File: config.mk
export PLATFORM = sky130hd
export DESIGN_NAME = display_fetch_arbiter
export DESIGN_NICKNAME = d
export VERILOG_FILES = /design/src/rtl/display_fetch_arbiter.sv
export SDC_FILE = /design/constraint.sdc
export NUM_CORES = 1
export LEC_CHECK = 0
export ABC_CLOCK_PERIOD_IN_PS = 4050
export CAP_MARGIN = 10
export CORE_MARGIN = 1
export CORE_UTILIZATION = 45
export DETAILED_ROUTE_END_ITERATION = 7
export PLACE_DENSITY = 0.82
export SLEW_MARGIN = 20
export SYNTH_ARGS = -nofsm -noshare
export SYNTH_HDL_FRONTEND = slang
export SYNTH_SLANG_ARGS = --single-unit
File: constraint.sdc
create_clock -name video_clock -period 4.05 [get_ports video_clock]
set_input_delay 1.215 -clock video_clock [delete_from_list [all_inputs] [get_ports video_clock]]
set_output_delay 1.215 -clock video_clock [all_outputs]
set_load 0.03 [all_outputs]
File: src/rtl/display_fetch_arbiter.sv
// Display line fetch / decoder write arbiter for one memory port.
// Optional define FETCH_UNDERRUN_CNT_EN builds the saturating underrun counter.
module display_fetch_arbiter #(
    parameter int LINE_WORDS = 100,
    parameter int BURST_LEN  = 8,
    parameter int V_ACTIVE   = 600,
    parameter int V_TOTAL    = 628,
    parameter int FETCH_COL  = 1000
) (
    input  logic        video_clock,
    input  logic        reset,
    input  logic [10:0] column_count,
    input  logic [9:0]  row_count,
    input  logic [19:0] frame_base,
    input  logic        wr_req,
    input  logic [19:0] wr_addr,
    input  logic [31:0] wr_data,
    output logic        wr_ack,
    output logic        mem_req,
    output logic        mem_we,
    output logic [19:0] mem_addr,
    output logic [31:0] mem_wdata,
    input  logic        mem_ack,
    input  logic [31:0] mem_rdata,
    output logic        lb_we,
    output logic [7:0]  lb_addr,
    output logic [31:0] lb_data,
    output logic        underrun,
    output logic [15:0] underrun_count
);

    localparam logic [10:0] COL_TRIG   = 11'(FETCH_COL);
    localparam logic [9:0]  ROW_FMAX   = 10'(V_ACTIVE - 1);
    localparam logic [9:0]  ROW_LAST   = 10'(V_TOTAL - 1);
    localparam logic [9:0]  ROW_SAMPLE = 10'(V_ACTIVE);
    localparam logic [7:0]  LAST_IDX   = 8'(LINE_WORDS - 1);
    localparam logic [5:0]  LAST_BURST = 6'(BURST_LEN - 1);

    typedef enum logic [1:0] {
        IDLE,
        FETCH,
        WRITE
    } state_t;

    state_t      state;
    state_t      state_nxt;
    logic [19:0] base_q;
    logic [19:0] line_q;
    logic [7:0]  idx_q;
    logic [5:0]  burst_q;
    logic        underrun_q;

    logic        trigger;
    logic [9:0]  next_line;
    logic [19:0] line_nxt;
    logic        wr_acc;
    logic        idx_clr;
    logic        idx_inc;
    logic        burst_clr;
    logic        burst_inc;
    logic        line_load;
    logic        und_set;

    assign trigger = (column_count == COL_TRIG) &&
                     ((row_count < ROW_FMAX) || (row_count == ROW_LAST));

    assign next_line = (row_count == ROW_LAST) ? 10'd0
                                               : row_count + 10'd1;

    assign line_nxt = base_q + {10'd0, next_line} * 20'(LINE_WORDS);

    assign wr_acc = wr_req & mem_ack;

    // Next state, memory port muxing and datapath controls.
    always_comb begin
        state_nxt = state;
        wr_ack    = 1'b0;
        mem_req   = 1'b0;
        mem_we    = 1'b0;
        mem_addr  = '0;
        mem_wdata = '0;
        lb_we     = 1'b0;
        lb_addr   = '0;
        lb_data   = '0;
        idx_clr   = 1'b0;
        idx_inc   = 1'b0;
        burst_clr = 1'b0;
        burst_inc = 1'b0;
        line_load = 1'b0;
        und_set   = 1'b0;
        unique case (state)
            IDLE: begin
                if (trigger) begin
                    line_load = 1'b1;
                    idx_clr   = 1'b1;
                    state_nxt = FETCH;
                end else if (wr_req) begin
                    burst_clr = 1'b1;
                    state_nxt = WRITE;
                end
            end
            FETCH: begin
                mem_req  = 1'b1;
                mem_addr = line_q + {12'd0, idx_q};
                if (mem_ack) begin
                    lb_we   = 1'b1;
                    lb_addr = idx_q;
                    lb_data = mem_rdata;
                end
                if (trigger) begin
                    line_load = 1'b1;
                    idx_clr   = 1'b1;
                    und_set   = !(mem_ack && (idx_q == LAST_IDX));
                end else if (mem_ack) begin
                    if (idx_q == LAST_IDX) begin
                        idx_clr   = 1'b1;
                        state_nxt = IDLE;
                    end else begin
                        idx_inc = 1'b1;
                    end
                end
            end
            WRITE: begin
                mem_req   = wr_req;
                mem_we    = 1'b1;
                mem_addr  = wr_addr;
                mem_wdata = wr_data;
                wr_ack    = wr_acc;
                burst_inc = wr_acc;
                if (trigger) begin
                    line_load = 1'b1;
                    idx_clr   = 1'b1;
                    burst_clr = 1'b1;
                    state_nxt = FETCH;
                end else if (wr_acc && (burst_q == LAST_BURST)) begin
                    burst_clr = 1'b1;
                    state_nxt = IDLE;
                end else if (!wr_req) begin
                    burst_clr = 1'b1;
                    state_nxt = IDLE;
                end
            end
            default: begin
                state_nxt = IDLE;
            end
        endcase
    end

    // State register.
    always_ff @(posedge video_clock or posedge reset) begin
        if (reset) begin
            state <= IDLE;
        end else begin
            state <= state_nxt;
        end
    end

    // Frame base capture at start of vertical blanking.
    always_ff @(posedge video_clock or posedge reset) begin
        if (reset) begin
            base_q <= '0;
        end else if ((row_count == ROW_SAMPLE) && (column_count == 11'd0)) begin
            base_q <= frame_base;
        end
    end

    // Line address, word index, burst count and sticky underrun.
    always_ff @(posedge video_clock or posedge reset) begin
        if (reset) begin
            line_q     <= '0;
            idx_q      <= '0;
            burst_q    <= '0;
            underrun_q <= 1'b0;
        end else begin
            if (line_load) begin
                line_q <= line_nxt;
            end
            if (idx_clr) begin
                idx_q <= '0;
            end else if (idx_inc) begin
                idx_q <= idx_q + 8'd1;
            end
            if (burst_clr) begin
                burst_q <= '0;
            end else if (burst_inc) begin
                burst_q <= burst_q + 6'd1;
            end
            if (und_set) begin
                underrun_q <= 1'b1;
            end
        end
    end

    assign underrun = underrun_q;

`ifdef FETCH_UNDERRUN_CNT_EN
    logic [15:0] ucnt_q;

    // Saturating count of fetch restarts.
    always_ff @(posedge video_clock or posedge reset) begin
        if (reset) begin
            ucnt_q <= '0;
        end else if (und_set && (ucnt_q != 16'hFFFF)) begin
            ucnt_q <= ucnt_q + 16'd1;
        end
    end

    assign underrun_count = ucnt_q;
`else
    assign underrun_count = 16'd0;
`endif

endmodule

==> impl_metrics.yaml <==
clock_network:
  cts_buffer_depth: 2
  cts-htree-levels: 3
  numCtsBuffers: 9
  clock_sinks: 57
  cts_tree: "built"
  root_buffer: "clkbuf_16"
  cts.clk_slew.worst_paths_ns: 0.05
  clk_latency_ns: 0.35
sta:
  post-route-period-util: 1.48
  relSlewSlack: 0.542
  finClkSkew_ns: 0.0123
  hold_viol: 0
  timing.hold.ws_ns: 0.468
  setup_slack_ns: -1.95
  grt_setup_unrepaired: "true"
  max_freq_ghz: 0.167
  post-route-min-period_ns: 6.00
  setup_viol: 15
  drv_slew: 0
  worst_pin_slew_ns: 0.686
yosys:
  synth_xor_area_frac: 0.0757
  synthCells: 756
  synth-compound-area-share: 0.155
  synth_async_sr_flop_share: 1.00
  synth_top_family_by_area: "simple AND/OR/NAND/NOR gates"
  synth-edff-count: 0
  synth.cell_area_sq_um: 6130
  synthDistinctLibCells: 67
  yosys.area_share.adder: 0.151
  synth_top_area_cell: "dfrtp_1"
  synth.top_cell.area_share: 0.233
  synthTopCellsByArea: "dfrtp_1, ha_1, and3_1"
  ys_warn_count: 0
  synthMuxAreaShare: 0.0504
  seq_area_frac_synth: 0.233
  yosys.area_share.simple: 0.261
  ys_seq_elements: 57
  avgSynthCellArea_sq_um: 8.11
  synth-main-ff-cell: "dfrtp_1"
setup_path:
  cp_data_arrival_time_ns: 6.28
  worstSetupStartpointType: "primary input"
  r2r_cells: 11
  crit_type: "primary input to flip-flop"
  crit_start: "row_count[8]"
  cpLargestDelayFamily: "adder cells"
  required_ns: 4.33
  end_kind: "flip-flop"
  slowest_stage: "fa_1"
  crit_chain: "buf_6, or3b_4, o31a_1, ha_1, ha_4, inv_2, fa_1, inv_2, ha_4, nor2b_4, o21ai_2, a21boi_2, o21ai_2, nand2_1, xor2_1, ha_1, buf_6, nand2_4, o21ai_4, a31oi_1, a311o_2, a21oi_4, nor4bb_2, or3b_1"
  path_max_fanout: 4
  max_stage_delay_ns: 0.49
  crit_buf_inv: 4
  r2r-start: "base_q[2]$_DFFE_PP0P_"
  path_depth: 24
route:
  wl_um: 25900
  initialDrtViolationCount: 620
  vias: 7507
  drtPass1Iterations: 7
  postRouteAntennaNets: 0
  remaining_drc_errors: 0
  wl_per_cell_um: 20.1
  viasPerCell: 5.80
floorplan:
  die_w_um: 119
  die_h_um: 119
  io_pins: 242
  num_rows: 42
  die-area_sq_um: 14100
  coreArea_sq_um: 13200
  start_util: 0.463
power_and_ir_drop:
  vdd_drop_max_uv: 275
  comb_power_share: 0.664
  pwr-share-clk: 0.191
  power_leakage_uw: 0.00501
  power.density_nw_per_um2: 393
  power_uw: 4120
  pwr-share-seq: 0.145
  p_sw_frac: 0.429
  switching_power_uw: 1770
  intPower_uw: 2350
place:
  io_buffers: 225
  hpwl_um: 16100
  pre_cts_slack_ns: -2.38
  gp_congestion: 0.949
  place_inst: 1234
  dpl_cell_area_sq_um: 9330
flow_run:
  maxCapViolations: 0
global_route:
  busiest_layer: "met2"
  use_met1: 0.351
  grt_pass1_vias: 7096
  overflow: 0
  grt_max_degree: 49
  grtUsageTotal: 0.322
  grtUsageMet3: 0.0574
  grt_pass1_wl_um: 35700
  antenna_found_initial: 0
  met2_usage: 0.598
status:
  status: "finished, violations left"
  violations: "setup timing"
worst_hold_path:
  worstHoldStart: "underrun$_DFFE_PP0P_"
  hold_path_depth: 1
  hp-class: "flip-flop to flip-flop"
final_layout:
  diodes: 0
  final_cell_mix: "buf_4, clkdlybuf4s50_1, dfrtp_1, nand2_1, ha_1"
  final_net_count: 1312
  area_growth_pct: 71.2
  fillers: 817
  fin_cells: 1294
  drive_above_1_share: 0.321
  layout_commonest_cell: "buf_4"
  stdcell_area_sq_um: 10500
cell usage after synthesis (6+ instances only):
| master | n |
|---|---|
| nand4_1 | 8 |
| nor2_1 | 49 |
| and2_1 | 40 |
| nand3b_1 | 6 |
| xnor2_1 | 30 |
| ha_1 | 63 |
| a22oi_1 | 12 |
| buf_4 | 16 |
| nand3_1 | 20 |
| a21o_1 | 8 |
| xor2_1 | 23 |
| nor3_1 | 17 |
| a21oi_1 | 22 |
| nand2_1 | 66 |
| clkbuf_1 | 29 |
| o21ai_1 | 18 |
| nor4_1 | 6 |
| nor2b_1 | 15 |
| inv_1 | 52 |
| dfrtp_1 | 57 |
| mux2_2 | 20 |
| a31oi_1 | 6 |
| and3_1 | 49 |
| fa_1 | 7 |
| o21ai_0 | 30 |
logic make-up after synthesis:
kind of cell / Yosys count
adder cells (fa/ha/maj): 70
multiplexers: 28
XOR/XNOR: 53
flip-flops: 57
AO/OA/AOI/OAI: 144
buffers and inverters: 102
AND/OR/NAND/NOR: 301
other: 1
worst paths after layout:
kind | end | slack, ns
setup / recovery | line_q[18]$_DFFE_PP0P_ | -1.95
hold / removal | underrun$_DFFE_PP0P_ | 0.47
setup reg to reg | line_q[18]$_DFFE_PP0P_ | 0.99
hold reg to reg | underrun$_DFFE_PP0P_ | 0.47
max in group asynchronous | base_q[13]$_DFFE_PP0P_ | 2.06
min in group asynchronous | base_q[4]$_DFFE_PP0P_ | 1.30
routing by layer:
metal  up-vias  part of all wire
met1      3577              0.37
met3       144             0.068
li1       3345                 -
met4         0             0.057
met2       441              0.51
met5         -                 0
cell type report:
class / count / area [sq um] / area share
timing repair buffer: 381 / 3450 / 0.329
tap: 176 / 220 / 0.0210
multi-input combinational: 612 / 4900 / 0.467
clock buffer: 12 / 256 / 0.0244
clock inverter: 4 / 51.3 / 0.00489
inverter: 52 / 195 / 0.0186
sequential: 57 / 1430 / 0.136
state kept, by name, indices dropped and copies added, names as in the netlist:
| name | count |
|---|---|
| idx_q | 8 |
| burst_q | 6 |
| underrun | 1 |
| line_q | 20 |
| base_q | 20 |
| state | 2 |
per-stage QoR:
| step | utilization | TNS (ns) |
|---|---|---|
| after floorplan | - | -14.55 |
| after global placement | 0.705 | -22.85 |
| after detailed placement | 0.705 | -24.04 |
| after CTS | 0.766 | -13.87 |
| after global routing | 0.792 | -20.18 |
| final | 0.792 | -18.88 |
power groups by stage:
stage | clock network [uW] | logic, uW | registers, uW
CTS | 783 | 2330 | 596
floorplan | 0 | 1220 | 602
global placement | 0 | 2000 | 605
detailed placement | 0 | 2040 | 606
global route | 815 | 2840 | 598
finish | 789 | 2740 | 597
worst register-to-register path: stages (launching register included):
cell	delay (ns)
dfrtp_1	0.38
ha_1	0.27
inv_1	0.08
fa_1	0.45
nand3b_1	0.27
nor4_2	0.22
nor3_2	0.07
buf_4	0.15
a311o_2	0.41
a21oi_4	0.20
nor4bb_2	0.33
or3b_1	0.16
timing repair:
action / 4_1_cts / 5_1_grt
setup buffers: 45 / 14
resized for setup: 100 / 57
setup endpoints to repair: 20 / 26
pin swaps: 79 / 42
hold buffers: 0 / 0
Note: power is estimated with default switching activity, not from simulation.
